### src/rtl/serializer_pkg.sv
`default_nettype none
// ============================================================================
//  Module      : serializer_pkg
//  Description : Shared types and index constants for the byte serializer.
//  Revision    : 1.0  initial release
// ============================================================================
package serializer_pkg;

  // Serializer control states.
  typedef enum logic [0:0] {
    IDLE  = 1'b0,
    SHIFT = 1'b1
  } state_t;

  // Lowest and highest bit index of the held byte.
  localparam logic [2:0] FIRST_IDX = 3'd0;
  localparam logic [2:0] LAST_IDX  = 3'd7;

endpackage : serializer_pkg
`default_nettype wire

### src/rtl/serializer8_mux8.sv
`default_nettype none
// ============================================================================
//  Module      : mux8
//  Description : 8:1 single-bit multiplexer, y = d[s].
//  Revision    : 1.0  initial release
// ============================================================================
module mux8 (
  input  logic [2:0] s,
  input  logic [7:0] d,
  output logic       y
);

  // Pick one bit of the data word according to the select index.
  always_comb begin
    y = 1'b0;
    case (s)
      3'd0:    y = d[0];
      3'd1:    y = d[1];
      3'd2:    y = d[2];
      3'd3:    y = d[3];
      3'd4:    y = d[4];
      3'd5:    y = d[5];
      3'd6:    y = d[6];
      default: y = d[7];
    endcase
  end

endmodule : mux8
`default_nettype wire

### src/rtl/serializer8.sv
`default_nettype none
// ============================================================================
//  Module      : serializer8
//  Description : Byte-to-bit serializer with valid/ready on both sides.
//                Sustains one bit per cycle across back-to-back bytes.
//  Revision    : 1.0  initial release
// ============================================================================
module serializer8
  import serializer_pkg::*;
#(
  parameter bit MSB_FIRST = 1'b0
) (
  input  logic       clk,
  input  logic       reset,
  input  logic [7:0] in_data,
  input  logic       in_valid,
  output logic       in_ready,
  output logic       out_bit,
  output logic       out_valid,
  input  logic       out_ready,
  output logic       out_last,
  output logic [2:0] sel
);

  // Index of the first and the final bit sent for the chosen bit order.
  localparam logic [2:0] START_IDX = MSB_FIRST ? LAST_IDX  : FIRST_IDX;
  localparam logic [2:0] STOP_IDX  = MSB_FIRST ? FIRST_IDX : LAST_IDX;

  state_t     state;
  state_t     state_nxt;
  logic [7:0] hold;
  logic [7:0] hold_nxt;
  logic [2:0] sel_nxt;
  logic       accept;
  logic       xfer;

  // Handshake outputs; in_ready looks through to out_ready so a new byte
  // can load on the same edge that the final bit leaves.
  always_comb begin
    out_valid = (state == SHIFT);
    out_last  = out_valid && (sel == STOP_IDX);
    in_ready  = (state == IDLE) || (out_last && out_ready);
    accept    = in_valid && in_ready;
    xfer      = out_valid && out_ready;
  end

  // Next state, hold register and bit index; stalls keep everything as is.
  always_comb begin
    state_nxt = state;
    hold_nxt  = hold;
    sel_nxt   = sel;
    if (accept) begin
      // Covers both a fresh start from IDLE and a gapless reload on the
      // final bit of the previous byte.
      state_nxt = SHIFT;
      hold_nxt  = in_data;
      sel_nxt   = START_IDX;
    end else if (xfer) begin
      if (out_last) begin
        state_nxt = IDLE;
        sel_nxt   = START_IDX;
      end else if (MSB_FIRST) begin
        sel_nxt = sel - 3'd1;
      end else begin
        sel_nxt = sel + 3'd1;
      end
    end
  end

  // Single register process for state, held byte and index; reset wins.
  always_ff @(posedge clk) begin
    if (reset) begin
      state <= IDLE;
      hold  <= 8'h00;
      sel   <= START_IDX;
    end else begin
      state <= state_nxt;
      hold  <= hold_nxt;
      sel   <= sel_nxt;
    end
  end

  // Current serial bit is the held byte indexed by sel, no extra latency.
  mux8 u_mux8 (
    .s (sel),
    .d (hold),
    .y (out_bit)
  );

endmodule : serializer8
`default_nettype wire
### config.mk
export PLATFORM = sky130hd
export DESIGN_NAME = serializer8
export DESIGN_NICKNAME = d
export VERILOG_FILES = /design/src/rtl/serializer_pkg.sv /design/src/rtl/serializer8_mux8.sv /design/src/rtl/serializer8.sv
export SDC_FILE = /design/constraint.sdc
export NUM_CORES = 1
export LEC_CHECK = 0
export ABC_AREA = 1
export BUFFER_PORTS_ARGS = -buffer_cell sky130_fd_sc_hd__buf_2
export CAP_MARGIN = 30
export CORE_MARGIN = 5
export CORE_UTILIZATION = 49
export DETAILED_ROUTE_END_ITERATION = 10
export PLACE_DENSITY = 0.8
export SLEW_MARGIN = 40
export SYNTH_ARGS = -nofsm -noshare
export SYNTH_HDL_FRONTEND = slang
export SYNTH_SLANG_ARGS = --single-unit
### constraint.sdc
create_clock -name clk -period 1.75 [get_ports clk]
set_input_delay 0.0875 -clock clk [delete_from_list [all_inputs] [get_ports clk]]
set_output_delay 0.0875 -clock clk [all_outputs]
set_load 0.05 [all_outputs]
==> results of run 1 <==
## flip-flops by register name, summed over array words and instances, names as in the netlist
name,count
hold,8
out_valid,1
sel,3
## where the power goes
group | switching, mW | internal, mW | total (mW)
registers | 0.0160 | 0.293 | 0.309
clock network | 0.0835 | 0.0794 | 0.163
logic | 0.0822 | 0.0473 | 0.129
## synth_stat cells (2+ instances only)
cell type / count
nand3_1: 9
nand3b_1: 8
nor2_1: 15
a21oi_1: 9
inv_1: 6
a21oi_2: 2
dfxtp_1: 12
nand2_1: 20
ha_1: 6
## placed cells by master, fill, tap and decap left out, drive strengths merged
cell type / synthesis / routed
a21oi: 11 / 11
nand3: 9 / 9
ha: 6 / 6
inv: 6 / 6
nand2: 22 / 22
clkinv: 1 / 1
nand3b: 8 / 8
nor2: 15 / 15
dfxtp: 12 / 12
buf: 2 / 18
clkbuf: 1 / 3
dlygate4sd3: 0 / 1
o21ai: 1 / 1
## per-stage QoR
stage,setup slack [ps],hold WS [ps],total power [mW]
2_1_floorplan,42.1,157,0.418
4_1_cts,12.8,123,0.604
6_report,113,121,0.601
3_5_place_dp,304,270,0.441
5_1_grt,27.6,130,0.633
3_3_place_gp,384,272,0.438
## area by class of cell
cell class	instances	area [um^2]	area share [%]
multi-input combinational	72	397	48.8
sequential	12	243	29.8
timing repair buffer	19	106	13.1
inverter	7	26.3	3.23
clock buffer	3	22.5	2.77
tap	15	18.8	2.31
## cells by family after synthesis
| logic type | after synthesis | share of synthesized area, % |
|---|---|---|
| flip-flops | 12 | 34.1 |
| AO/OA/AOI/OAI | 12 | 9.59 |
| adder cells (fa/ha/maj) | 6 | 10.7 |
| buffers and inverters | 10 | 9.59 |
| AND/OR/NAND/NOR | 54 | 36.1 |
## per-layer routing
metal,share of wire (%),track usage [%],up-vias
met1,47,19.3,280
li1,-,-,345
met2,47,20.3,12
met5,0,0,-
met3,4.4,3.01,4
met4,1.8,8.60,0
## what timing repair did
action                                  CTS  global route
gates resized for setup                   0             3
endpoints found under the setup margin    0             1
endpoints found under the hold margin     1             0
hold buffers                              1             0
## final timing paths
check / from / end / slack [ps]
hold reg to reg: hold[1] / hold[1] / 500
setup reg to reg: sel[1] / sel[0] / 300
setup / recovery: sel[0] / out_bit / 110
hold / removal: in_data[1] / hold[1] / 120
## critical path: stages (launching register included)
cell	delay [ps]
dfxtp_2	340
ha_1	220
ha_1	210
nand2_1	70
nand2_1	50
nor2_1	110
nand3_1	70
buf_2	210
==> metrics.md, run 1 <==
| Metric | Value |
|---|---|
| Leakage dissipation | `0.417 nW` |
| Via count of the first global-routing pass | `523` |
| Number of cell instances on the worst register-to-register path | `7` |
| Initial cell density of the core | `52.8%` |
| Capturing element type of the critical path | `primary output` |
| Proportion of register bits with asynchronous set or reset after synthesis | `0%` |
| Routed wire length per instance | `11.0 um` |
| Number of nets in the layout | `133` |
| P&R area growth vs syn | `15.5%` |
| Clock root buffer | `clkbuf_4` |
| Final non-filler cell area | `813 um^2` |
| Data required time at the worst endpoint | `1660 ps` |
| Number of clock sinks | `12` |
| Final Hold Violating Endpoints | `0` |
| Global-route wire length before repair | `2210 um` |
| Critical path data arrival time | `1550 ps` |
| Placed instance count | `124` |
| TritonCTS clock tree | `yes` |
| Detailed Route Iter0 Violations | `9` |
| Mapped cell area | `704 um^2` |
| Ys Warns | `0` |
| Clk buf depth | `2` |
| Post CTS Setup Buffer Count | `0` |
| Detailed Routing Iterations Pass 1 | `4` |
| Port Buffer Count | `18` |
| Final sum of negative setup slack | `0 ps` |
| Register bit total from synthesis | `12` |
| Avg Vias per Cell | `5.01` |
| Final wirelength | `1410 um` |
| Crit start category | `register` |
| RePlAce Congestion | `0.796` |
| Biggest fanout along the worst timing path | `5` |
| Share of the synthesized area in the top cell type | `34.1%` |
| Largest cells by area after synthesis | `dfxtp_1 (34%), ha_1 (11%), nand2_1 (11%), nand3b_1 (8.5%), nor2_1 (8.0%)` |
| Core Footprint | `0.00133 mm^2` |
| Post-Synthesis Mean Instance Area | `7.49 um^2` |
| Max_cap viols | `0` |
| HPWL after detailed placement | `1110 um` |
| Via count of the routed design | `641` |
| Final core utilization | `61.0%` |
| Clock Latency Late Sink | `270 ps` |
| Antenna diodes | `0` |
| Total Routing Usage GR | `14.2%` |
| Number of pins exceeding their max-slew limit in the final report | `0` |
| Pwr per Cell Area | `740 mW/mm^2` |
| Drc violations | `0` |
| Die footprint | `0.00230 mm^2` |
| Final-report setup violation count | `0` |
| Remaining number of nets flagged by the antenna check after routing | `0` |
| Vertical die dimension | `47.9 um` |
| CTS buffer count | `3` |
| Boundary Pins | `19` |
| Critical path type | `register to primary output` |
| Share of the yosys chip area belonging to registers | `34.1%` |
| Dpl cell area | `774 um^2` |
| Unrepaired setup endpoints after global routing | `no` |
| CTS H-tree lvls | `1` |
| Time the worst path needs with I/O delays and setup | `1640 ps` |
| Worst ir drop on vdd | `0.000539 V` |
| Worst Max-Slew Pin Slew | `284 ps` |
| Count of cell types in the netlist | `16` |
| Final non-filler cell total | `128` |
| Total global routing overflow | `0` |
| Layout filler cell count | `133` |
| Class of the tightest hold or removal check | `input pin to register` |
| Main flop type after synthesis | `dfxtp_1` |
| Antenna violations before repair | `0` |
| Clock transition time at the flip-flop clock pins of the worst setup and hold paths | `70 ps` |
| Layout Skew | `10.2 ps` |
| Cells after Synth | `94` |
| Ratio of cells with drive above 1 in the final layout | `23.9%` |
| Final critical-path share of the clock period | `93.5%` |
| EDFF count, synth | `0` |
| Status | `finished clean` |
| Maximum achievable frequency | `0.611 GHz` |
| Width of the chip | `47.9 um` |
| Largest net degree at the start of global routing | `20` |
| Tightest slew margin relative to the limit | `81.1%` |
| Library cell occupying the most area in the post-synthesis netlist | `dfxtp_1` |
| Cell depth of the worst hold path | `4` |
| Net Count, Synth | `112` |
| Row count | `13` |
Power figures use the tool's default switching activity.
==> inputs of run 2 (changes only) <==
CORE_UTILIZATION = 53   (was 49)
CTS_BUF_LIST = sky130_fd_sc_hd__clkbuf_4   (was unset)
PLACE_DENSITY = 0.85   (was 0.8)
==> metrics.md, run 2 (synthesized netlist as in run 1, its figures left out) <==
| Metric | Value |
|---|---|
| Status | `finished clean` |
| Row count | `13` |
| Total global routing overflow | `0` |
| Width of the chip | `46.5 um` |
| Class of the tightest hold or removal check | `input pin to register` |
| Worst ir drop on vdd | `0.000504 V` |
| Final Hold Violating Endpoints | `0` |
| Tightest slew margin relative to the limit | `79.1%` |
| Post CTS Setup Buffer Count | `0` |
| Largest net degree at the start of global routing | `20` |
| Highest-count cells in the layout ignoring fill and taps | `nand2_1 (20), buf_2 (17), nor2_1 (15)` |
| Clock transition time at the flip-flop clock pins of the worst setup and hold paths | `70 ps` |
| Dpl cell area | `774 um^2` |
| Biggest fanout along the worst timing path | `5` |
| Detailed Routing Iterations Pass 1 | `4` |
| Data required time at the worst endpoint | `1660 ps` |
| Clk buf depth | `2` |
| Flip-flop count of the largest register, all copies and words added | `8` |
| Total Routing Usage GR | `16.1%` |
| Final critical-path share of the clock period | `93.9%` |
| Die footprint | `0.00216 mm^2` |
| Final-report setup violation count | `0` |
| Unrepaired setup endpoints after global routing | `no` |
| HPWL after detailed placement | `1190 um` |
| Initial cell density of the core | `54.8%` |
| Vertical die dimension | `46.5 um` |
| Critical path type | `register to primary output` |
| TritonCTS clock tree | `yes` |
| Time the worst path needs with I/O delays and setup | `1640 ps` |
| Clock Latency Late Sink | `270 ps` |
| Layout Skew | `10.9 ps` |
| Register bank with the most flops | `hold` |
| Antenna violations before repair | `0` |
| Remaining number of nets flagged by the antenna check after routing | `0` |
| Via count of the routed design | `670` |
| RePlAce Congestion | `0.783` |
| Maximum achievable frequency | `0.609 GHz` |
| Drc violations | `0` |
| Leakage dissipation | `0.417 nW` |
| Number of pins exceeding their max-slew limit in the final report | `0` |
| Number of clock sinks | `12` |
| Capturing element type of the critical path | `primary output` |
| Crit start category | `register` |
| Core Footprint | `0.00128 mm^2` |
| Final sum of negative setup slack | `0 ps` |
| Antenna diodes | `0` |
| Clock root buffer | `clkbuf_4` |
| CTS buffer count | `3` |
| Via count of the first global-routing pass | `567` |
| Final non-filler cell area | `818 um^2` |
| Number of nets in the layout | `133` |
| Worst Max-Slew Pin Slew | `314 ps` |
| Most common cell after layout, fill and taps aside | `nand2_1` |
| Final wirelength | `1570 um` |
| CTS H-tree lvls | `1` |
| Ratio of cells with drive above 1 in the final layout | `23.9%` |
| Global-route wire length before repair | `2400 um` |
| Port Buffer Count | `18` |
| Pwr per Cell Area | `740 mW/mm^2` |
| Boundary Pins | `19` |
| Critical path data arrival time | `1560 ps` |
| Detailed Route Iter0 Violations | `13` |
| Max_cap viols | `0` |
| Routed wire length per instance | `12.3 um` |
| P&R area growth vs syn | `16.2%` |
| Avg Vias per Cell | `5.23` |
## run 2: path summary, 6_finish.rpt
path         slack, ps  endpoint  cells past startpoint  startpoint
max                110   out_bit                      6      sel[1]
min                120   hold[7]                      4  in_data[7]
max reg2reg        320    sel[2]                      7      sel[1]
min reg2reg        500   hold[2]                      2     hold[2]
## run 2: where the power goes
| group | total (mW) | switching, mW | leakage [nW] | internal (mW) |
|---|---|---|---|---|
| registers | 0.311 | 0.0180 | 0.0999 | 0.293 |
| clock network | 0.164 | 0.0840 | 0.0138 | 0.0796 |
| logic | 0.131 | 0.0834 | 0.303 | 0.0478 |
| total | 0.606 | 0.185 | 0.417 | 0.420 |
## run 2: area by class of cell
cell class | count | area, um^2
multi-input cells | 72 | 405
inverters | 7 | 26.3
repair buffers | 19 | 103
clock buffers | 3 | 22.5
flip-flops and latches | 12 | 243
well taps | 15 | 18.8
fillers | 121 | 467
## run 2: per-layer routing
layer	part of all wire [%]	vias to the layer above	wire, um	global-route usage [%]
li1	-	343	-	-
met1	43	303	675	19.4
met2	49	17	765	24.7
met3	5.6	7	88	4.30
met4	2.5	0	40	10.8
met5	0	-	0	0
## run 2: what timing repair did
item | 4_1_cts | 5_1_grt
hold buffers | 1 | 0
hold endpoints to repair | 1 | 0
gates resized for setup | 0 | 3
setup endpoints to repair | 0 | 1
## run 2: through the flow
stage / setup slack (ps) / utilization [%] / power, mW / std cells / hold WS, ps
after CTS: 19.5 / 62.8 / 0.605 / 128 / 118
after global routing: 20.8 / 63.7 / 0.632 / 128 / 120
after global placement: 386 / 60.3 / 0.437 / 124 / 270
after floorplan: 42.1 / - / 0.418 / 94 / 157
after detailed placement: 304 / 60.3 / 0.443 / 124 / 273
final: 107 / 63.7 / 0.606 / 128 / 115
## run 2: worst max-delay path, stage by stage, from the launching register on
cell and delay, ps:
dfxtp_1 340, ha_1 220, ha_1 210, nor2_1 100, nand3_1 90, nand3_1 80, buf_2 260
==> inputs of run 3 (changes only) <==
--- a/config.mk
+++ b/config.mk
@@ -14,2 +14,3 @@
 export DETAILED_ROUTE_END_ITERATION = 10
+export HOLD_SLACK_MARGIN = 0.12
 export PLACE_DENSITY = 0.85
--- a/constraint.sdc
+++ b/constraint.sdc
@@ -3,2 +3,2 @@
 set_output_delay 0.0875 -clock clk [all_outputs]
-set_load 0.05 [all_outputs]
+set_load 0.1 [all_outputs]
==> metrics.md, run 3 (synthesized netlist as in run 1, its figures left out) <==
| Metric | Value |
|---|---|
| Crit-path leading delay family | `adder cells` |
| Initial cell density of the core | `54.8%` |
| Row count | `13` |
| Final Hold Violating Endpoints | `0` |
| Largest net degree at the start of global routing | `20` |
| Time the worst path needs with I/O delays and setup | `1670 ps` |
| RePlAce Congestion | `0.843` |
| Number of clock sinks | `12` |
| Final critical-path share of the clock period | `95.2%` |
| Core Footprint | `0.00128 mm^2` |
| Detailed Routing Iterations Pass 1 | `4` |
| Max stage delay on crit path | `340 ps` |
| Antenna violations before repair | `0` |
| Number of nets in the layout | `133` |
| Port Buffer Count | `18` |
| Clock root buffer | `clkbuf_4` |
| Register bank with the most flops | `hold` |
| Worst setup slack after placement | `299 ps` |
| Total global routing overflow | `0` |
| CTS H-tree lvls | `1` |
| Final-layout worst hold slack | `122 ps` |
| Cell chain of the critical path | `ha_1 -> ha_1 -> nand2_1 -> clkinvlp_4 -> buf_12` |
| P&R area growth vs syn | `24.5%` |
| Total Routing Usage GR | `15.7%` |
| Avg Vias per Cell | `4.95` |
| Most repeated library cell on the critical path | `ha_1` |
| Pwr per Cell Area | `752 mW/mm^2` |
| Buffers and inverters on the worst path | `2` |
| Status | `finished clean` |
| Drc violations | `0` |
| Worst setup margin | `84.4 ps` |
| Width of the chip | `46.5 um` |
| CP max stage cell | `dfxtp_2` |
| Via count of the routed design | `639` |
| Vertical die dimension | `46.5 um` |
| Final-report setup violation count | `0` |
| Biggest fanout along the worst timing path | `5` |
| Number of cell instances on the worst register-to-register path | `7` |
| Number of pins exceeding their max-slew limit in the final report | `0` |
| Flip-flop count of the largest register, all copies and words added | `8` |
| Routed wire length per instance | `11.4 um` |
| Clock transition time at the flip-flop clock pins of the worst setup and hold paths | `70 ps` |
| Most common cell after layout, fill and taps aside | `nand2_1` |
| Worst Max-Slew Pin Slew | `487 ps` |
| Clk buf depth | `2` |
| Worst ir drop on vdd | `0.000534 V` |
| Highest-count cells in the layout ignoring fill and taps | `nand2_1 (20), buf_2 (15), nor2_1 (14)` |
| Post CTS Setup Buffer Count | `0` |
| Data required time at the worst endpoint | `1660 ps` |
| HPWL after detailed placement | `1170 um` |
| Final wirelength | `1470 um` |
| Capturing element type of the critical path | `primary output` |
| Die footprint | `0.00216 mm^2` |
| Maximum achievable frequency | `0.600 GHz` |
| TritonCTS clock tree | `yes` |
| Via count of the first global-routing pass | `579` |
| CTS buffer count | `3` |
| Crit start category | `register` |
| Critical path data arrival time | `1580 ps` |
| Remaining number of nets flagged by the antenna check after routing | `0` |
| Leakage dissipation | `0.427 nW` |
| Ratio of cells with drive above 1 in the final layout | `28.1%` |
| Total power draw | `660 uW` |
| Global-route wire length before repair | `2390 um` |
| Clock Latency Late Sink | `270 ps` |
| Max_cap viols | `0` |
| Cell depth of the worst hold path | `4` |
| Critical path type | `register to primary output` |
| Tightest slew margin relative to the limit | `67.8%` |
| Layout Skew | `0.291 ps` |
| Boundary Pins | `19` |
| Antenna diodes | `0` |
| Detailed Route Iter0 Violations | `25` |
| Worst path depth | `5` |
| Class of the tightest hold or removal check | `input pin to register` |
| Unrepaired setup endpoints after global routing | `no` |
[run 3: changes by cell type in the layout (fill, tap and decap cells not counted), moves of 2 or more]
cell / change
buf_2: -2
dfxtp_1: -2
buf_12: +3
dfxtp_2: +2
[run 3: worst register-to-register path, cell delays in order, from the launching register on]
cell and delay, ps:
dfxtp_2 360, ha_1 190, ha_1 220, nand2_2 80
nand2_4 190, nand2_1 120, nand2_1 120, nor2_1 60
[run 3: layout make-up]
cell class                 count  area [um^2]
clock inverter                 1         3.75
sequential                    12          245
clock buffer                   3         22.5
tap                           15         18.8
fill                         122          408
inverter                       7         30.0
timing repair buffer          19          145
multi-input combinational     72          412
[run 3: layer usage]
layer | track usage (%) | part of all wire [%]
met1 | 20.3 | 47
met2 | 24.7 | 47
met3 | 2.34 | 4.3
met4 | 8.52 | 1.5
met5 | 0 | 0
[run 3: timing repair]
action	CTS	global route
hold buffers	1	0
endpoints found under the hold margin	1	0
resized for setup	0	1
setup endpoints to repair	0	1
[run 3: stage by stage]
step / TNS (ps) / std cells / util (%) / instance area [um^2]
floorplan: -14.1 / 94 / - / 726
global placement: 0 / 124 / 65.2 / 838
detailed placement: 0 / 124 / 65.2 / 838
CTS: 0 / 129 / 68.1 / 875
global route: 0 / 129 / 68.3 / 877
finish: 0 / 129 / 68.3 / 877
[run 3: final timing paths]
path	end	slack, ps	start
min reg2reg	hold[0]	490	hold[0]
max	out_last	80	sel[0]
min	hold[7]	120	in_data[7]
max reg2reg	sel[2]	300	sel[0]
[run 3: report_power, final]
group / switching [mW] / leakage (nW) / internal [mW]
registers: 0.0165 / 0.101 / 0.293
logic: 0.118 / 0.311 / 0.0607
clock network: 0.0885 / 0.0154 / 0.0825
total: 0.223 / 0.427 / 0.437
